$ cat src/rtl/lru_pkg.sv
// Shared types and helper functions for the LRU replacement tracker.
// The helpers take fixed maximum-width vectors so one definition works for
// any way count. The caller zero-extends its ages/valid bits and passes the
// real way count.
package lru_pkg;

    localparam int MAX_WAYS  = 64;
    localparam int MAX_WAY_W = 6;

    typedef logic [MAX_WAY_W-1:0] way_idx_t;

    typedef enum logic [1:0] {
        OP_NONE   = 2'd0,
        OP_ACCESS = 2'd1,
        OP_INVAL  = 2'd2
    } lru_op_e;

    typedef struct packed {
        way_idx_t way;
        logic     found;
    } free_way_t;

    // Returns the way whose age equals ways-1 (the least recently used one).
    // Because the ages form a permutation, exactly one way matches.
    function automatic way_idx_t find_lru(
        input logic [MAX_WAYS*MAX_WAY_W-1:0] ages,
        input int                            ways
    );
        way_idx_t res;
        res = '0;
        for (int w = 0; w < MAX_WAYS; w++) begin
            if (w < ways && ages[w*MAX_WAY_W +: MAX_WAY_W] == way_idx_t'(ways - 1)) begin
                res = way_idx_t'(w);
            end
        end
        return res;
    endfunction

    // Returns the lowest-index invalid way and whether one exists. The loop
    // runs downward so the lowest match is the last one written.
    function automatic free_way_t first_invalid(
        input logic [MAX_WAYS-1:0] valid,
        input int                  ways
    );
        free_way_t res;
        res.way   = '0;
        res.found = 1'b0;
        for (int w = MAX_WAYS - 1; w >= 0; w--) begin
            if (w < ways && !valid[w]) begin
                res.way   = way_idx_t'(w);
                res.found = 1'b1;
            end
        end
        return res;
    endfunction

endpackage

$ cat src/rtl/lru_age_update.sv
// Next-state computation for the ages and valid bits of one set.
// Access promotes the way to MRU and ages every younger way by one.
// Invalidate demotes the way to LRU and rejuvenates every older way by one.
// Either way, the ages remain a permutation of 0..WAYS-1.
module lru_age_update
    import lru_pkg::*;
#(
    parameter  int WAYS  = 8,
    localparam int WAY_W = $clog2(WAYS)
) (
    input  logic [WAYS-1:0][WAY_W-1:0] old_age,
    input  logic [WAYS-1:0]            old_valid,
    input  lru_op_e                    op,
    input  logic [WAY_W-1:0]           way,
    output logic [WAYS-1:0][WAY_W-1:0] new_age,
    output logic [WAYS-1:0]            new_valid
);

    logic [WAY_W-1:0] sel_age;

    assign sel_age = old_age[way];

    for (genvar gi = 0; gi < WAYS; gi++) begin : g_way
        logic             hit;
        logic [WAY_W-1:0] acc_age;
        logic [WAY_W-1:0] inv_age;

        assign hit     = (way == WAY_W'(gi));
        assign acc_age = hit ? '0
                       : (old_age[gi] < sel_age) ? old_age[gi] + 1'b1
                       : old_age[gi];
        assign inv_age = hit ? WAY_W'(WAYS - 1)
                       : (old_age[gi] > sel_age) ? old_age[gi] - 1'b1
                       : old_age[gi];

        assign new_age[gi]   = (op == OP_ACCESS) ? acc_age
                             : (op == OP_INVAL)  ? inv_age
                             : old_age[gi];
        assign new_valid[gi] = (hit && op == OP_ACCESS) ? 1'b1
                             : (hit && op == OP_INVAL)  ? 1'b0
                             : old_valid[gi];
    end

endmodule

$ cat src/rtl/lru_set_array.sv
// True-LRU replacement tracker for all sets of a set-associative cache.
// It keeps one access write port and one invalidate write port.
// The victim query is combinational from the registered state, with no bypass
// of same-cycle updates.
module lru_set_array
    import lru_pkg::*;
#(
    parameter  int WAYS  = 8,
    parameter  int SETS  = 16,
    localparam int WAY_W = $clog2(WAYS),
    localparam int SET_W = (SETS > 1) ? $clog2(SETS) : 1
) (
    input  logic             clk,
    input  logic             rst,
    input  logic             access_valid,
    input  logic [SET_W-1:0] access_set,
    input  logic [WAY_W-1:0] access_way,
    input  logic             inval_valid,
    input  logic [SET_W-1:0] inval_set,
    input  logic [WAY_W-1:0] inval_way,
    input  logic [SET_W-1:0] query_set,
    output logic [WAY_W-1:0] evict_way,
    output logic             evict_is_invalid,
    output logic             set_full
);

    typedef logic [WAY_W-1:0] age_t;

    if (WAYS > MAX_WAYS || WAYS < 2) begin : g_bad_ways
        $error("lru_set_array: WAYS out of supported range");
    end

    // Per-set state. Every set needs reset at once and has two write ports,
    // so the state is held in flops.
    age_t [WAYS-1:0] age_reg   [SETS];
    logic [WAYS-1:0] valid_reg [SETS];

    age_t [WAYS-1:0] acc_age_next;
    logic [WAYS-1:0] acc_valid_next;
    age_t [WAYS-1:0] inv_age_next;
    logic [WAYS-1:0] inv_valid_next;
    logic            inval_apply;
    lru_op_e         acc_op;
    lru_op_e         inv_op;

    // When both ports target the same set, the access wins. The controller
    // then retries the invalidate.
    assign inval_apply = inval_valid && !(access_valid && access_set == inval_set);
    assign acc_op      = access_valid ? OP_ACCESS : OP_NONE;
    assign inv_op      = inval_apply  ? OP_INVAL  : OP_NONE;

    lru_age_update #(.WAYS(WAYS)) u_access_update (
        .old_age   (age_reg[access_set]),
        .old_valid (valid_reg[access_set]),
        .op        (acc_op),
        .way       (access_way),
        .new_age   (acc_age_next),
        .new_valid (acc_valid_next)
    );

    lru_age_update #(.WAYS(WAYS)) u_inval_update (
        .old_age   (age_reg[inval_set]),
        .old_valid (valid_reg[inval_set]),
        .op        (inv_op),
        .way       (inval_way),
        .new_age   (inv_age_next),
        .new_valid (inv_valid_next)
    );

    // State update: reset restores identity ages and clears valid bits.
    // Otherwise the two ports write their own (distinct) sets.
    always_ff @(posedge clk) begin
        if (rst) begin
            for (int s = 0; s < SETS; s++) begin
                for (int w = 0; w < WAYS; w++) begin
                    age_reg[s][w] <= age_t'(w);
                end
                valid_reg[s] <= '0;
            end
        end else begin
            if (access_valid) begin
                age_reg[access_set]   <= acc_age_next;
                valid_reg[access_set] <= acc_valid_next;
            end
            if (inval_apply) begin
                age_reg[inval_set]   <= inv_age_next;
                valid_reg[inval_set] <= inv_valid_next;
            end
        end
    end

    logic [MAX_WAYS*MAX_WAY_W-1:0] ages_ext;
    logic [MAX_WAYS-1:0]           valid_ext;
    free_way_t                     free_way;
    way_idx_t                      lru_way;

    // Victim selection: prefer the lowest invalid way, else the LRU way.
    always_comb begin
        ages_ext = '0;
        for (int w = 0; w < WAYS; w++) begin
            ages_ext[w*MAX_WAY_W +: MAX_WAY_W] = MAX_WAY_W'(age_reg[query_set][w]);
        end
        valid_ext = MAX_WAYS'(valid_reg[query_set]);
        free_way  = first_invalid(valid_ext, WAYS);
        lru_way   = find_lru(ages_ext, WAYS);
        if (free_way.found) begin
            evict_way        = WAY_W'(free_way.way);
            evict_is_invalid = 1'b1;
        end else begin
            evict_way        = WAY_W'(lru_way);
            evict_is_invalid = 1'b0;
        end
        set_full = &valid_reg[query_set];
    end

endmodule

$ cat config.mk
export PLATFORM = sky130hd
export DESIGN_NAME = lru_set_array
export DESIGN_NICKNAME = d
export VERILOG_FILES = /design/src/rtl/lru_pkg.sv /design/src/rtl/lru_age_update.sv /design/src/rtl/lru_set_array.sv
export SDC_FILE = /design/constraint.sdc
export NUM_CORES = 1
export LEC_CHECK = 0
export CAP_MARGIN = 20
export CORE_MARGIN = 4
export CORE_UTILIZATION = 35
export DETAILED_ROUTE_END_ITERATION = 12
export GPL_ROUTABILITY_DRIVEN = 1
export MAX_ROUTING_LAYER = met4
export SETUP_SLACK_MARGIN = 0.05
export SKIP_CTS_REPAIR_TIMING = 1
export SLEW_MARGIN = 20
export SYNTH_ARGS = -nofsm -noshare
export SYNTH_HDL_FRONTEND = slang
export SYNTH_SLANG_ARGS = --single-unit
$ cat constraint.sdc
create_clock -name clk -period 14 [get_ports clk]
set_input_delay 1.4 -clock clk [delete_from_list [all_inputs] [get_ports clk]]
set_output_delay 1.4 -clock clk [all_outputs]
set_load 0.01 [all_outputs]
==> reports/metrics.cfg, run 1 <==
[outcome]
status = complete, no violations

[sta]
worstMarginPinSlew_ns = 1.27
max_freq_mhz = 138
slew_headroom_pct = 15.3
fin_crit_ns = 7.24
slew_violations = 0
finalCritPeriodShare_pct = 51.7
setup_ws_ns = 6.76
setup_viol = 0
fin_setup_tns_ns = 0
hold_viol_final = 0
fin_worst_skew_ns = 0.0332
rsz0062_at_grt = no

[floorplan]
io_pins = 27
fp.dieH_um = 310
fp-row-count = 110
coreArea_sq_mm = 0.0901
fp.dieArea_sq_mm = 0.0959
die_w_um = 310
initial_utilization_pct = 35.3

[run]
cap_violations = 0

[yosys]
synth_edf_count = 384
ys_types = 71
yosysSeqAreaShare_pct = 44.3
yosys_warnings = 0
syn_nets = 2713
syn_inst = 2635
syn_area_per_cell_sq_um = 12.1
synthArstFlopShare_pct = 0
ys_seq_elements = 512
synth_flop_cell = edfxtp_1
synth_area_sq_mm = 0.0318

[routing]
drtIter0Drc = 4771
wl_um = 140000
vias_per_cell = 7.27
drt_pass1_iterations = 12
drc = 0
wl_per_cell_um = 37.2
antenna_left = 0
vias = 27432

[clock_network]
cts_tree = built
cts.sinks = 512
clockBufferDepth = 3
cts_buffers = 56
insertion_delay_ns = 0.66
cts_max_level = 2
clk_pin_slew_ns = 0.06
root_buffer = clkbuf_16

[layout]
largest_reg_flops = 384
syn2layout_area_growth_pct = 10.2
layout_common_cells = edfxtp_1 (384), mux4_2 (288), a21oi_1 (286)
drive_above_1_share_pct = 23.9
layout.nets = 2625
final_common_cell = edfxtp_1

[place]
pre_cts_ws_ns = 6.03
place_hpwl_um = 88000
numPortBuffers = 26
gp_congestion = 1.05

[hold_path]
hold_path.class = flop to flop

[power_and_ir_drop]
ir_drop_v = 0.0000771
power_mw = 3.88
p_per_area_mw_per_mm2 = 111
power_leakage_nw = 10.6

[global_routing]
grt_pass1_vias = 26664
grt_util_met3_pct = 11.1
met1_usage_pct = 34.9
track_usage_pct = 29.6
antenna_found_initial = 10
grt-busiest-layer = met2
grt_pass1_wl_um = 197000
grt_start_max_net_pins = 129
grt_overflow = 0
met2_usage_pct = 42.6

[critical_path]
cp.arrival_ns = 7.58
worstSetupPathType = input pin to flop
cp-start-kind = input pin
worstSetupEndpointType = flop
critical_path_required_ns = 14.34
cp_max_fo = 60

-- cells by family (layout without fill, tap and decap cells) --
group | Yosys count | in the layout | synth area share [%]
compound gates | 880 | 880 | 18.3
xor+xnor | 4 | 4 | 0.110
fa+ha+maj | 56 | 56 | 2.20
buf+inv | 335 | 289 | 4.75
flops | 512 | 512 | 44.3
mux | 329 | 329 | 21.7
other cells | 0 | 9 | 0
simple gates | 519 | 519 | 8.67
-- final timing paths --
| path | startpoint | endpoint | slack [ns] | depth (start not counted) |
|---|---|---|---|---|
| hold reg to reg | valid_reg[12][2] | valid_reg[12][2] | 0.62 | 3 |
| setup / recovery | access_set[0] | age_reg[11][19] | 6.76 | 13 |
| setup reg to reg | age_reg[15][11] | age_reg[11][19] | 8.57 | 11 |
| hold / removal | valid_reg[12][2] | valid_reg[12][2] | 0.62 | 3 |
-- report_power, final --
group,switching [mW],total [mW],internal [mW]
Clock,0.646,1.46,0.819
Sequential,0.0261,1.69,1.66
Combinational,0.502,0.724,0.223
Total,1.17,3.88,2.70
-- synth_stat cells (all sizes together) (3+ instances only) --
library cell    n  area share [%]
nand4          64             1.3
mux4          288              20
a31oi          23            0.57
dfxtp         128             8.0
o22ai         204             4.1
and2           12            0.24
nor2           66            0.78
nor3           35            0.55
o211ai         25            0.59
a2111oi         3            0.16
xor2            3           0.083
nand2          85             1.0
o21ai          84             1.4
or3            21            0.41
inv            49            0.58
a21o           11            0.26
mux2i          34             1.1
a32oi          23            0.80
nor2b         137             2.7
nand2b         14            0.27
nand3b          5            0.12
a21oi         292             4.6
a22oi         187             4.9
edfxtp        384              36
buf           105             2.0
nand3          71             1.1
ha             56             2.2
clkbuf        181             2.1
mux2            7            0.25
and3            3           0.059
a211oi         10            0.25
-- worst max-delay path, stage by stage --
cell	delay, ns
buf_6	0.58
buf_4	0.81
mux4_2	0.61
mux4_2	0.60
mux4_2	0.60
mux2i_2	0.46
buf_4	0.36
ha_1	0.30
a211o_1	0.34
o22ai_4	0.26
o21ai_2	0.09
a32oi_2	0.90
a22oi_1	0.24
-- area by class of cell --
class / instances / area, sq um
Antenna cell: 9 / 22.5
Tap cell: 1176 / 1470
Multi-Input combinational cell: 1788 / 16500
Sequential cell: 512 / 14100
Inverter: 49 / 184
Clock inverter: 26 / 258
Timing Repair Buffer: 140 / 1110
Clock buffer: 74 / 1490
Fill cell: 8475 / 55100
-- layer usage --
metal | up-vias | wire length (um)
met2 | 2615 | 60200
met1 | 13572 | 46600
met3 | 701 | 22200
met4 | 0 | 11400
met5 | - | 0
li1 | 10544 | -
-- stage by stage --
step / instances / utilization [%] / hold WS, ns / cell area (sq um)
after floorplan: 2635 / - / 0.575 / 31800
after global placement: 3660 / 36.8 / 0.592 / 33200
after detailed placement: 3662 / 36.9 / 0.605 / 33200
after CTS: 3762 / 38.8 / 0.618 / 35000
after global routing: 3773 / 38.9 / 0.642 / 35100
final: 3774 / 38.9 / 0.619 / 35100
(Power assumes the default switching activity.)
==> run 2, diff against run 1 <==
==> constraint.sdc (replaced) <==
create_clock -name clk -period 7.2 [get_ports clk]
set_input_delay 0.72 -clock clk [delete_from_list [all_inputs] [get_ports clk]]
set_output_delay 0.72 -clock clk [all_outputs]
set_load 0.01 [all_outputs]
==> run 2 against run 1 <==
Compared with the run above: hold slack better by 0.0023 ns; clock-buffer cell count stayed put; register-to-register slack worse by 6.4 ns; wire length is 0.58% lower; cell count is 0.21% higher; critical endpoint is now age_reg[12][8]; critical path depth stayed put; core utilization is 0.29 points higher; die area stayed put.
==> reports/metrics.cfg, run 2 (synthesis gave the netlist of run 1 again) <==
[outcome]
status = complete, no violations

[routing]
vias = 27236  ; -0.71%
antenna_left = 0  ; unchanged
vias_per_cell = 7.20  ; -0.92%
wl_per_cell_um = 36.9  ; -0.79%
wl_um = 140000  ; -0.58%
drt_pass1_iterations = 9  ; -3
drtIter0Drc = 4249  ; -11%
drc = 0  ; unchanged

[clock_network]
clk_pin_slew_ns = 0.06  ; about the same
insertion_delay_ns = 0.63  ; -0.03 ns
cts_buffers = 54  ; -3.6%
cts_max_level = 2  ; unchanged
root_buffer = clkbuf_16
clockBufferDepth = 3  ; unchanged
cts.sinks = 512  ; unchanged
cts_tree = built

[sta]
fin_worst_skew_ns = 0.0328  ; -0.000437 ns
slew_headroom_pct = 14.7  ; -0.62 points
max_freq_mhz = 172
setup_viol = 0  ; unchanged
worstMarginPinSlew_ns = 1.28  ; +0.00927 ns
rsz0062_at_grt = no
finalCritPeriodShare_pct = 80.9
slew_violations = 0  ; unchanged
hold_viol_final = 0  ; unchanged
fin_setup_tns_ns = 0  ; unchanged
fin_crit_ns = 5.82

[layout]
design_area_sq_mm = 0.0353  ; +0.74%
drive_above_1_share_pct = 24.5  ; +0.53 points
fillers = 8329  ; -1.7%
largest_reg_flops = 384  ; unchanged
final_common_cell = edfxtp_1
layout.nets = 2641  ; +0.61%
layout_common_cells = edfxtp_1 (384), a21oi_1 (289), mux4_2 (288)
layout.cells.non_filler = 3782  ; +0.21%
syn2layout_area_growth_pct = 11.0

[place]
place_inst = 3681  ; +0.52%
gp_congestion = 1.03  ; -2.5%
place_hpwl_um = 90100  ; +2.3%
placed_area_sq_mm = 0.0335  ; +0.72%
numPortBuffers = 26  ; unchanged

[floorplan]
coreArea_sq_mm = 0.0901  ; unchanged
fp.dieH_um = 310  ; unchanged
die_w_um = 310  ; unchanged
initial_utilization_pct = 35.3  ; unchanged
io_pins = 27  ; unchanged
fp.dieArea_sq_mm = 0.0959  ; unchanged
fp-row-count = 110  ; unchanged

[run]
cap_violations = 0  ; unchanged

[critical_path]
cp_common_cell = mux4_2
worstSetupPathType = input pin to flop
crit_path_top_delay_cell = mux2i_2
crit_start = access_set[1]
path_cells = buf_4, buf_4, mux4_2, mux4_2, mux4_2, mux2i_2, ha_1, o21ai_0, nand2b_1, o21ai_2, nand2_1, mux2i_2, o22ai_1
cp.arrival_ns = 6.14  ; -1.44 ns
cp_max_fo = 57  ; -5.0%
slowest_delay_ns = 0.84  ; -0.06 ns
worstSetupEndpointType = flop
r2r-start = age_reg[3][22]
cp-start-kind = input pin
critical_path_required_ns = 7.52  ; -6.82 ns

[global_routing]
grt_overflow = 0  ; unchanged
grt_pass1_vias = 26269  ; -1.5%
grt_start_max_net_pins = 108  ; -16%
track_usage_pct = 29.2  ; -0.35 points
grt_pass1_wl_um = 195000  ; -0.93%
antenna_found_initial = 4  ; -6

[power_and_ir_drop]
power_leakage_nw = 10.7  ; +1.5%
p_int_mw = 5.36  ; +98%
sequentialPowerShare_pct = 43.2  ; -0.4 points
p_sw_mw = 2.25  ; +91%
clkPwrFrac_pct = 38.3  ; +0.5 points
power_mw = 7.61  ; +96%
ir_drop_v = 0.000235  ; +200%
combPwrFrac_pct = 18.6  ; about the same
swShare_pct = 29.5  ; -0.75 points
p_per_area_mw_per_mm2 = 215  ; +95%

[hold_path]
min_from = valid_reg[3][7]
hold_path.class = flop to flop

[run 2: layout make-up]
| type | count | area (sq um) | area share, % |
|---|---|---|---|
| multi-input combinational | 1788 | 16400 | 46.4 |
| sequential | 512 | 14100 | 39.9 |
| clock buffer | 74 | 1550 | 4.40 |
| tap | 1176 | 1470 | 4.16 |
| timing repair buffer | 158 | 1380 | 3.91 |
| clock inverter | 21 | 243 | 0.687 |
| inverter | 49 | 184 | 0.520 |
| antenna | 4 | 10.0 | 0.0283 |
[run 2: power groups by stage]
| stage | Sequential, mW | Clock (mW) | Combinational, mW |
|---|---|---|---|
| global route | 3.29 | 3.02 | 1.46 |
| detailed placement | 3.35 | 0 | 1.36 |
| floorplan | 3.32 | 0 | 0.922 |
| global placement | 3.34 | 0 | 1.33 |
| CTS | 3.28 | 2.90 | 1.36 |
| finish | 3.28 | 2.91 | 1.41 |
[run 2: routing by layer]
layer  global-route usage, %  up-vias  wire, um
li1                        -    10578         -
met5                       -        -         0
met1                    34.6    13561     47400
met3                    8.64      673     19000
met4                    20.9        0     12500
met2                    42.6     2424     60700
[run 2: worst paths after layout]
path | endpoint | slack [ns] | cells past startpoint
min reg2reg | valid_reg[3][7] | 0.62 | 3
max reg2reg | age_reg[12][8] | 2.14 | 11
min | valid_reg[3][7] | 0.62 | 3
max | age_reg[12][8] | 1.38 | 13
[run 2: through the flow]
| stage | hold WS, ns | setup WS [ns] | utilization (%) |
|---|---|---|---|
| final | 0.621 | 1.38 | 39.2 |
| after global routing | 0.647 | 1.18 | 39.2 |
| after CTS | 0.620 | 1.23 | 39.1 |
| after detailed placement | 0.603 | 0.589 | 37.1 |
| after global placement | 0.592 | 0.555 | 37.0 |
| after floorplan | 0.575 | 1.62 | - |
[run 2: critical path, delay by kind of cell]
family	cells	cell delay [ns]
mux	5	2.97
buf+inv	2	1.22
compound gates	3	0.56
fa+ha+maj	1	0.36
simple gates	2	0.24
==> patch, RTL diff (flow settings as in run 2) <==
The parameter `SETS` goes from 16 to 8.
--- a/src/rtl/lru_set_array.sv
+++ b/src/rtl/lru_set_array.sv
@@ -7,5 +7,5 @@
 #(
     parameter  int WAYS  = 8,
-    parameter  int SETS  = 16,
+    parameter  int SETS  = 8,
     localparam int WAY_W = $clog2(WAYS),
     localparam int SET_W = (SETS > 1) ? $clog2(SETS) : 1
Ports: changed (resized access_set, inval_set and query_set); port bits go from 27 to 24. The function was not compared with the original's and may differ.
==> patch against run 2 <==
- wire length shrank 42%
- sequential share of layout area decreased by 2.7 points
- highest routed layer unchanged
- design area decreased by 46%
- synthesized cell count fell by 34%
- total power decreased by 44%
- maximum frequency is 0.71% lower
- critical path type unchanged
- worst setup slack lost 42 ps
- sequential cell count decreased by 256
- global-route usage increased by 1.3 points
- area after synthesis down 47%
==> patch: results (changes against run 2) <==
<table>
<tr><th>Metric</th><th>Value</th></tr>
<tr><th colspan="2">Finish</th></tr>
<tr><td>Antenna fix cells</td><td>0 (was 4)</td></tr>
<tr><td>Number of nets in the finished design</td><td>1,795 (was 2,641)</td></tr>
<tr><th colspan="2">Setup path</th></tr>
<tr><td>Endpoint of the worst setup timing path</td><td>age_reg[1][9]$_DFFE_PP_ (was age_reg[12][8]$_DFFE_PP_)</td></tr>
<tr><td>Endpoint arrival time on the critical path</td><td>6290 ps (was 6140 ps)</td></tr>
<tr><td>Destination of the worst register-to-register timing path</td><td>age_reg[3][14]$_DFFE_PP_ (was age_reg[12][8]$_DFFE_PP_)</td></tr>
<tr><td>Depth of the worst register-to-register path</td><td>12 (was 11)</td></tr>
<tr><th colspan="2">Global routing</th></tr>
<tr><td>Number of global-route vias before repair</td><td>15,898 (was 26,269)</td></tr>
<tr><td>Largest net degree at the start of global routing</td><td>84 (was 108)</td></tr>
<tr><th colspan="2">Power</th></tr>
<tr><td>Maximum VDD drop</td><td>172 uV (was 235 uV)</td></tr>
<tr><td>Static leakage</td><td>6.36 nW (was 10.7 nW)</td></tr>
<tr><td>Internal Dissipation</td><td>2.81 mW (was 5.36 mW)</td></tr>
<tr><th colspan="2">Clock tree</th></tr>
<tr><td>Clock latency of the later-clocked register in the worst-skew pair</td><td>580 ps (was 630 ps)</td></tr>
<tr><th colspan="2">Run status</th></tr>
<tr><td>Outcome</td><td>complete, no violations (unchanged)</td></tr>
<tr><th colspan="2">Place</th></tr>
<tr><td>Buffers on Ports</td><td>23 (was 26)</td></tr>
<tr><td>Post-Place Setup Slack</td><td>1000 ps (was 589 ps)</td></tr>
<tr><th colspan="2">Detailed routing</th></tr>
<tr><td>DR WL/cell</td><td>34.4 um (was 36.9 um)</td></tr>
<tr><td>Length of the first detailed-routing pass in iterations</td><td>8 (was 9)</td></tr>
<tr><td>First-iteration detailed-routing DRC count</td><td>2,651 (was 4,249)</td></tr>
<tr><th colspan="2">Logic synthesis</th></tr>
<tr><td>Most common library cells after synthesis</td><td>192 x edfxtp_1, 177 x a21oi_1, 147 x a22oi_1, 137 x nor2_1, 115 x clkbuf_1 (was 384 x edfxtp_1, 289 x a21oi_1, 288 x mux4_2, 200 x o22ai_1, 181 x clkbuf_1)</td></tr>
<tr><td>Post-synth cell types</td><td>78 (was 71)</td></tr>
<tr><td>Part of the Yosys area used for sequential elements</td><td>41.6% (was 44.3%)</td></tr>
<tr><td>XOR/XNOR Fraction of Synth Area</td><td>0.155% (was 0.110%)</td></tr>
<tr><td>Multiplexer fraction of the synthesized cell area</td><td>11.4% (was 21.7%)</td></tr>
<tr><td>Compound-cell area share of the yosys netlist</td><td>25.5% (was 18.3%)</td></tr>
<tr><th colspan="2">STA</th></tr>
<tr><td>Post-Route Skew</td><td>12.1 ps (was 32.8 ps)</td></tr>
</table>
## patch: cell type report
cell class	instances	share of cell area, %
Clock buffer	33	3.79
Tap cell	615	4.05
Multi-Input combinational cell	1276	48.3
Timing Repair Buffer	111	4.76
Inverter	47	0.929
Clock inverter	19	0.995
Sequential cell	256	37.1
## patch: worst min path at each step
stage                                           from                          to  slack, ps  depth (start not counted)
after floorplan           valid_reg[6][7]$_SDFF_PP0_  valid_reg[6][7]$_SDFF_PP0_        480                          2
after global placement    valid_reg[6][6]$_SDFF_PP0_  valid_reg[6][6]$_SDFF_PP0_        500                          2
after detailed placement  valid_reg[1][7]$_SDFF_PP0_  valid_reg[1][7]$_SDFF_PP0_        510                          2
after CTS                 valid_reg[1][7]$_SDFF_PP0_  valid_reg[1][7]$_SDFF_PP0_        530                          2
after global routing      valid_reg[1][7]$_SDFF_PP0_  valid_reg[1][7]$_SDFF_PP0_        550                          2
final                     valid_reg[1][7]$_SDFF_PP0_  valid_reg[1][7]$_SDFF_PP0_        530                          2
## patch: layer usage
metal	GRT usage (%)	up-vias	share of wire (%)
met4	15.0	0	6.3
met1	38.0	8150	37
met5	-	-	0
met2	44.9	1362	43
li1	-	6858	-
met3	9.51	343	14
## patch: cell families (layout without fill, tap and decap cells)
family | Yosys count | in the layout
multiplexers | 124 | 124
AND/OR/NAND/NOR | 442 | 442
buffers and inverters | 194 | 210
flip-flops | 256 | 256
AO/OA/AOI/OAI | 651 | 651
adder cells (fa/ha/maj) | 56 | 56
XOR/XNOR | 3 | 3
## patch: critical path, cell delays in order
cell and delay, ps:
clkdlybuf4s50_1 960, and3_1 790, buf_4 440, a22o_1 190, a221oi_1 40, and3_1 240, mux4_2 480, nand2_1 70
o21ai_0 100, buf_4 220, ha_1 310, a21o_1 120, a21oi_1 60, a31oi_1 350, o21ai_0 190, mux2i_1 690
nor2_1 130, a21oi_1 150
## patch: stage by stage
step	cell area (um2)	std cells	power [mW]	hold slack (ps)
after global placement	18100	2305	2.77	496
after detailed placement	18100	2305	2.79	515
final	19000	2357	4.28	530
after global routing	19000	2357	4.40	548
after CTS	19000	2357	4.23	533
after floorplan	16900	1726	2.38	482
## patch: power groups by stage
| stage | Combinational [mW] | Sequential (mW) | Clock (mW) |
|---|---|---|---|
| 6_report | 1.12 | 1.69 | 1.46 |
| 3_3_place_gp | 1.05 | 1.72 | 0 |
| 4_1_cts | 1.07 | 1.69 | 1.47 |
| 2_1_floorplan | 0.690 | 1.69 | 0 |
| 3_5_place_dp | 1.07 | 1.72 | 0 |
| 5_1_grt | 1.18 | 1.69 | 1.53 |
